===== config.mk =====
export PLATFORM = sky130hd
export DESIGN_NAME = fifo_rd_ctrl
export DESIGN_NICKNAME = d
export VERILOG_FILES = /design/src/rtl/fifo_rd_ctrl.sv
export SDC_FILE = /design/constraint.sdc
export NUM_CORES = 1
export LEC_CHECK = 0
export CORE_AREA = 2 2 45 67
export CTS_CLUSTER_SIZE = 8
export DETAILED_ROUTE_END_ITERATION = 7
export DIE_AREA = 0 0 47 69
export PLACE_DENSITY = 0.84
export SLEW_MARGIN = 5
export SYNTH_ARGS = -nofsm -noshare
export SYNTH_HDL_FRONTEND = slang
export SYNTH_SLANG_ARGS = --single-unit

===== constraint.sdc =====
create_clock -name clk_i -period 7.4 [get_ports clk_i]
set_input_delay 1.48 -clock clk_i [delete_from_list [all_inputs] [get_ports clk_i]]
set_output_delay 1.48 -clock clk_i [all_outputs]
set_load 0.01 [all_outputs]

===== src/rtl/fifo_rd_ctrl.sv =====
// Read-side controller for an async FIFO: first-word-fall-through head register
// fed from a one-cycle-latency RAM, with Gray pointer export and fill count.
//   state   | meaning
//   S_IDLE  | no word held or in flight
//   S_FETCH | RAM read in flight, data captured at end of cycle
//   S_VALID | head word held on rd_data_o
module fifo_rd_ctrl #(
  parameter int ADDR_WIDTH = 4,
  parameter int DATA_WIDTH = 8
) (
  input  logic                  clk_i,
  input  logic                  rst_i,
  input  logic [ADDR_WIDTH:0]   wr_ptr_gray_i,
  input  logic                  rd_en_i,
  input  logic [DATA_WIDTH-1:0] ram_rd_data_i,
  output logic                  ram_rd_en_o,
  output logic [ADDR_WIDTH-1:0] ram_rd_addr_o,
  output logic [DATA_WIDTH-1:0] rd_data_o,
  output logic                  rd_valid_o,
  output logic                  empty_o,
  output logic [ADDR_WIDTH:0]   rd_ptr_gray_o,
  output logic [ADDR_WIDTH:0]   rd_count_o,
  output logic                  underflow_o
);

  typedef enum logic [1:0] {S_IDLE, S_FETCH, S_VALID} state_t;

  state_t                r_state;
  state_t                w_state_nxt;
  logic [ADDR_WIDTH:0]   w_wr_bin;
  logic [ADDR_WIDTH:0]   r_rd_bin;
  logic [ADDR_WIDTH:0]   w_rd_bin_nxt;
  logic [ADDR_WIDTH:0]   r_rd_ptr_gray;
  logic [ADDR_WIDTH:0]   r_rd_count;
  logic [DATA_WIDTH-1:0] r_rd_data;
  logic                  r_underflow;
  logic                  w_issue;
  logic                  w_avail;
  logic                  w_underflow;

  // Binary bit i is the XOR of all Gray bits at or above i.
  for (genvar gi = 0; gi <= ADDR_WIDTH; gi++) begin : g_gray2bin
    assign w_wr_bin[gi] = ^(wr_ptr_gray_i >> gi);
  end

  assign w_avail      = (w_wr_bin != r_rd_bin);
  assign w_rd_bin_nxt = r_rd_bin + {{ADDR_WIDTH{1'b0}}, w_issue};
  assign w_underflow  = rd_en_i & (r_state != S_VALID);

  always_comb begin
    w_state_nxt = r_state;
    w_issue     = 1'b0;
    case (r_state)
      S_IDLE: begin
        if (w_avail) begin
          w_issue     = 1'b1;
          w_state_nxt = S_FETCH;
        end
      end
      S_FETCH: w_state_nxt = S_VALID;
      S_VALID: begin
        if (rd_en_i) begin
          if (w_avail) begin
            w_issue     = 1'b1;
            w_state_nxt = S_FETCH;
          end else begin
            w_state_nxt = S_IDLE;
          end
        end
      end
      default: w_state_nxt = S_IDLE;
    endcase
  end

  always_ff @(posedge clk_i or posedge rst_i) begin
    if (rst_i) begin
      r_state       <= S_IDLE;
      r_rd_bin      <= '0;
      r_rd_ptr_gray <= '0;
      r_rd_count    <= '0;
      r_rd_data     <= '0;
      r_underflow   <= 1'b0;
    end else begin
      r_state       <= w_state_nxt;
      r_rd_bin      <= w_rd_bin_nxt;
      r_rd_ptr_gray <= (w_rd_bin_nxt >> 1) ^ w_rd_bin_nxt;
      r_rd_count    <= w_wr_bin - w_rd_bin_nxt;
      r_underflow   <= w_underflow;
      if (r_state == S_FETCH) r_rd_data <= ram_rd_data_i;
    end
  end

  // The strobe is combinational, so it is gated to keep the RAM quiet in reset.
  assign ram_rd_en_o   = w_issue & ~rst_i;
  assign ram_rd_addr_o = r_rd_bin[ADDR_WIDTH-1:0];
  assign rd_data_o     = r_rd_data;
  assign rd_valid_o    = (r_state == S_VALID);
  assign empty_o       = ~rd_valid_o;
  assign rd_ptr_gray_o = r_rd_ptr_gray;
  assign rd_count_o    = r_rd_count;
  assign underflow_o   = r_underflow;

endmodule


# Word level (Yosys, flattened, before mapping)
# Cells that the tools add are included.
# word_totals
in_bits	16
out_inout_bits	26
word_cells	33
ff_bits	26
# op_classes
n_reduce_logical	7
eq_ne	6
n_bitwise	5
mux	7
add_sub_neg	2
# ops
op	n
$reduce_xor 5->1	5
$ne 2x2->1 const B	3
$pmux 2 s3	1
$add 5x1->5	1
$ne 5x5->1	1
$sub 5x5->5	1
$xor 4x5->5	1
$mux 2	2
$mux 1	3
$and 1x1->1	2
$eq 2x1->1 const B	1
$eq 2x2->1 const B	1
$logic_not 2->1	1
$not 1->1	2
$pmux 1 s2	1
$reduce_and 2->1	1

# Depth between registers and ports, before layout
# depth
depth_word	7
depth_mapped	14
mapped_depth_nobuf	12

# Least setup slack after synthesis
# Ideal clock, no wire load.
# synth_timing
kind	input port to flip-flop
start	in wr_ptr_gray_i[4]
end	reg r_rd_count[4], in the netlist rd_count_o[4]
required_ps	7277
path_buffers	2
setup_slack_ps	3049
setup_time_ps	123
path_stages	13
arrival_ps	4229
cell_sequence	buf_2 xor3_2 xnor2_4 mux2i_1 a211oi_1 ha_1 ha_1 clkbuf_1 xor2_1 ha_1 o311ai_0 nand2_1 xnor2_1
# synth_via
elab_chain_len	7
word_cells_on_any_way	11
classes_between	add/sub: 2; eq/ne: 1; mux: 3; reduce/logical: 5
# synth_lines
item	line_no	text
from (decl)	13	input logic [ADDR_WIDTH:0] wr_ptr_gray_i,
$reduce_xor 5->1	43	assign w_wr_bin[gi] = ^(wr_ptr_gray_i >> gi);
$ne 5x5->1 *	46	assign w_avail = (w_wr_bin != r_rd_bin);
$mux 1 *	55, 63	
$mux 1	62	if (rd_en_i) begin
$pmux 1 s2 *	53	case (r_state)
$add 5x1->5 *	47	assign w_rd_bin_nxt = r_rd_bin + {{ADDR_WIDTH{1'b0}}, w_issue};
named net w_rd_bin_nxt[1]	32	logic [ADDR_WIDTH:0] w_rd_bin_nxt;
$sub 5x5->5 *	87	r_rd_count <= w_wr_bin - w_rd_bin_nxt;
to (signal assigned)	87	
to (decl)	34	logic [ADDR_WIDTH:0] r_rd_count;
# The timed path passes the listed nets; every way through them passes the cells marked *.
# A chain may end at the register's enable or synchronous reset.

# Worst setup path after layout
# layout_timing
start	in wr_ptr_gray_i[3]
end	out ram_rd_en_o
# layout_via
elab_chain_len	6
word_cells_on_any_way	9
classes_between	eq/ne: 1; mux: 3; bitwise: 1; reduce/logical: 4
# layout_lines
item	line_no	text
$reduce_xor 5->1	43	
$ne 5x5->1 *	46	
$mux 1 *	55, 63	
$mux 1	62	
$pmux 1 s2 *	53	
$and 1x1->1 *	94	assign ram_rd_en_o = w_issue & ~rst_i;
to (decl)	16	output logic ram_rd_en_o,
# Mark *: on every way between the ends. The rest lies on a longest branch, timed or not.

==> qor.txt <==
leading cell types by total area after synthesis: dfrtp_1 51%, mux2_2 7.3%, xor2_1 6.4%
io pins: 42
PortBufs: 41
vias in the first global route: 912
fin crit share: 0.719
placed cells: 173
Max Root-Sink Buffers: 2
Final Skew: 0.00319 ns
antenna viol nets, final: 0
post-CTS setup repair buffer count: 0
Top FF cell, synth: dfrtp_1
routability cong.: 0.843
leading cell type in the layout, fill and taps excluded: clkdlybuf4s50_1
maximum VDD drop: 271 uV
CTS Sinks: 25
post-synthesis sequential area ratio: 0.510
Post-CTS Resized: 0
Worst Setup Slack, final: 2.08 ns
DRC: 0
Syn Std Cell Area: 0.00123 mm^2
M2 GR Usage: 0.286
met3 Usage GRT: 0.0366
Min Hold Slack: 0.506 ns
final hold vios: 0
Die Wd: 47 um
CTS buffer count: 3
GR Util All Layers: 0.165
outcome: completed
Final Util: 0.649
EDFF count, synth: 0
max_slew headroom: 0.404
Req. time, crit path: 5.92 ns
Critical Path Start Type: primary input
reg-to-reg setup timing slack: 4.21 ns
asr flop ratio synth: 1.00
proportion of layout cells with a drive suffix above 1: 0.136
syn_nets: 119
row count: 23
post-DR vias/cell: 4.97
CTS tree: yes
dpl ws: 2.06 ns
post-synth top area share: 0.510
largest net degree at the start of global routing: 26
fin crit period: 5.32 ns
Fillers: 228
GRT met1 Usage: 0.179
n_diodes: 0
Die ar.: 0.00324 mm^2
area of the multi-input gates: 562 um^2
Layout area overhead: 40.2%
PnR Total Power: 831 uW
Setup violations, final: 0
MaxCap Viol Count: 0
Hold Crit Class: register to register
PD cells: 483 mW/mm^2
most frequent cells in the layout: 41 x clkdlybuf4s50_1, 25 x dfrtp_1, 9 x xor2_1
Worst-Skew Late Latency: 0.27 ns
NumNets Final: 162
die height: 69 um
total number of vias: 879
Distinct cells, synth: 31
Least-Margin Pin Slew: 0.893 ns
WL final: 2320 um
WL per Instance: 13.1 um
DRT Pass-1 Iters: 4
fmax: 0.188 GHz
fin. max-slew vios: 0
Crit. End Element: output port
DR iter-0 viols: 11
DP HPWL: 1900 um
final std cells w/o fill: 177
Core ar.: 0.00265 mm^2
DP Area: 0.00167 mm^2
grt ovf: 0
initial antenna violation count: 0
arrival time at the worst endpoint: 3.84 ns
register area: 626 um^2
gr busiest metal: met2
H-tree Lvls: 1
synth warn: 0
Syn Area/Cell: 12.5 um^2
Seq cells post-synth: 25
Initial Util: 0.463
Root Buffer: clkbuf_8
global-route wire length before repair: 3910 um
Yosys top cell by area: dfrtp_1
design area: 0.00172 mm^2
RSZ-0062 raised after global routing: no
Worst-path clk slew: 0.09 ns
Worst Path Max Fanout: 7
setup_tns: 0 ns
static leakage: 0.725 nW
Setup CP Type: primary input to output port
cells after synthesis: 98
hold buffer count at cts: 0
logic make-up (layout without fill, tap and decap cells):
family | Yosys count | in the layout | synth area share
buffers and inverters | 10 | 52 | 0.0316
muxes | 9 | 9 | 0.0816
AOI/OAI and AO/OA | 14 | 14 | 0.0847
DFF | 25 | 25 | 0.510
and+or+nand+nor | 16 | 16 | 0.0755
adders and majority gates | 6 | 6 | 0.0592
xor gates and xnor gates | 18 | 18 | 0.157
metal layers:
metal	share of wire	wire length (um)
met1	0.35	808
met5	0	0
met3	0.068	157
met4	0.017	40
met2	0.57	1320
area by class of cell:
cell class              count  share of cell area
well taps                  37              0.0269
inverters                   7              0.0153
flip-flops and latches     25               0.364
clock buffers               3              0.0240
repair buffers             41               0.239
multi-input cells          63               0.327
clock inverters             1             0.00437
where the power goes:
part / total [mW] / internal [mW] / switching, mW
registers: 0.255 / 0.213 / 0.0418
clock network: 0.0803 / 0.0381 / 0.0422
logic: 0.495 / 0.272 / 0.223
total: 0.831 / 0.524 / 0.307
cells in the mapped netlist (3+ instances only):
cell type and n:
nand3_1 3, inv_1 7, mux2_2 8, xor2_1 9
xnor2_1 7, ha_1 5, a211oi_1 4, dfrtp_1 25
path summary, 6_finish.rpt:
kind,start,end,depth (start not counted)
worst min-delay path,rd_data_o[1],rd_data_o[1],1
min in group asynchronous,rst_i,rd_ptr_gray_o[1],2
worst min register to register,rd_data_o[1],rd_data_o[1],1
worst max register to register,r_rd_bin[4],rd_count_o[4],11
worst max-delay path,wr_ptr_gray_i[3],ram_rd_en_o,6
max in group asynchronous,rst_i,rd_data_o[5],2
sequential cells by signal, indices dropped and copies added, names as in the netlist:
register	cells
rd_count_o	5
r_rd_bin	5
rd_data_o	8
underflow_o	1
rd_ptr_gray_o	4
r_state	2
critical path, stage by stage:
cell	delay, ns
clkdlybuf4s50_1	0.59
xor3_2	0.49
xnor2_4	0.23
mux2i_1	0.16
a2111oi_2	0.31
clkdlybuf4s50_1	0.59
No activity file was read; power rests on OpenSTA's default activity.
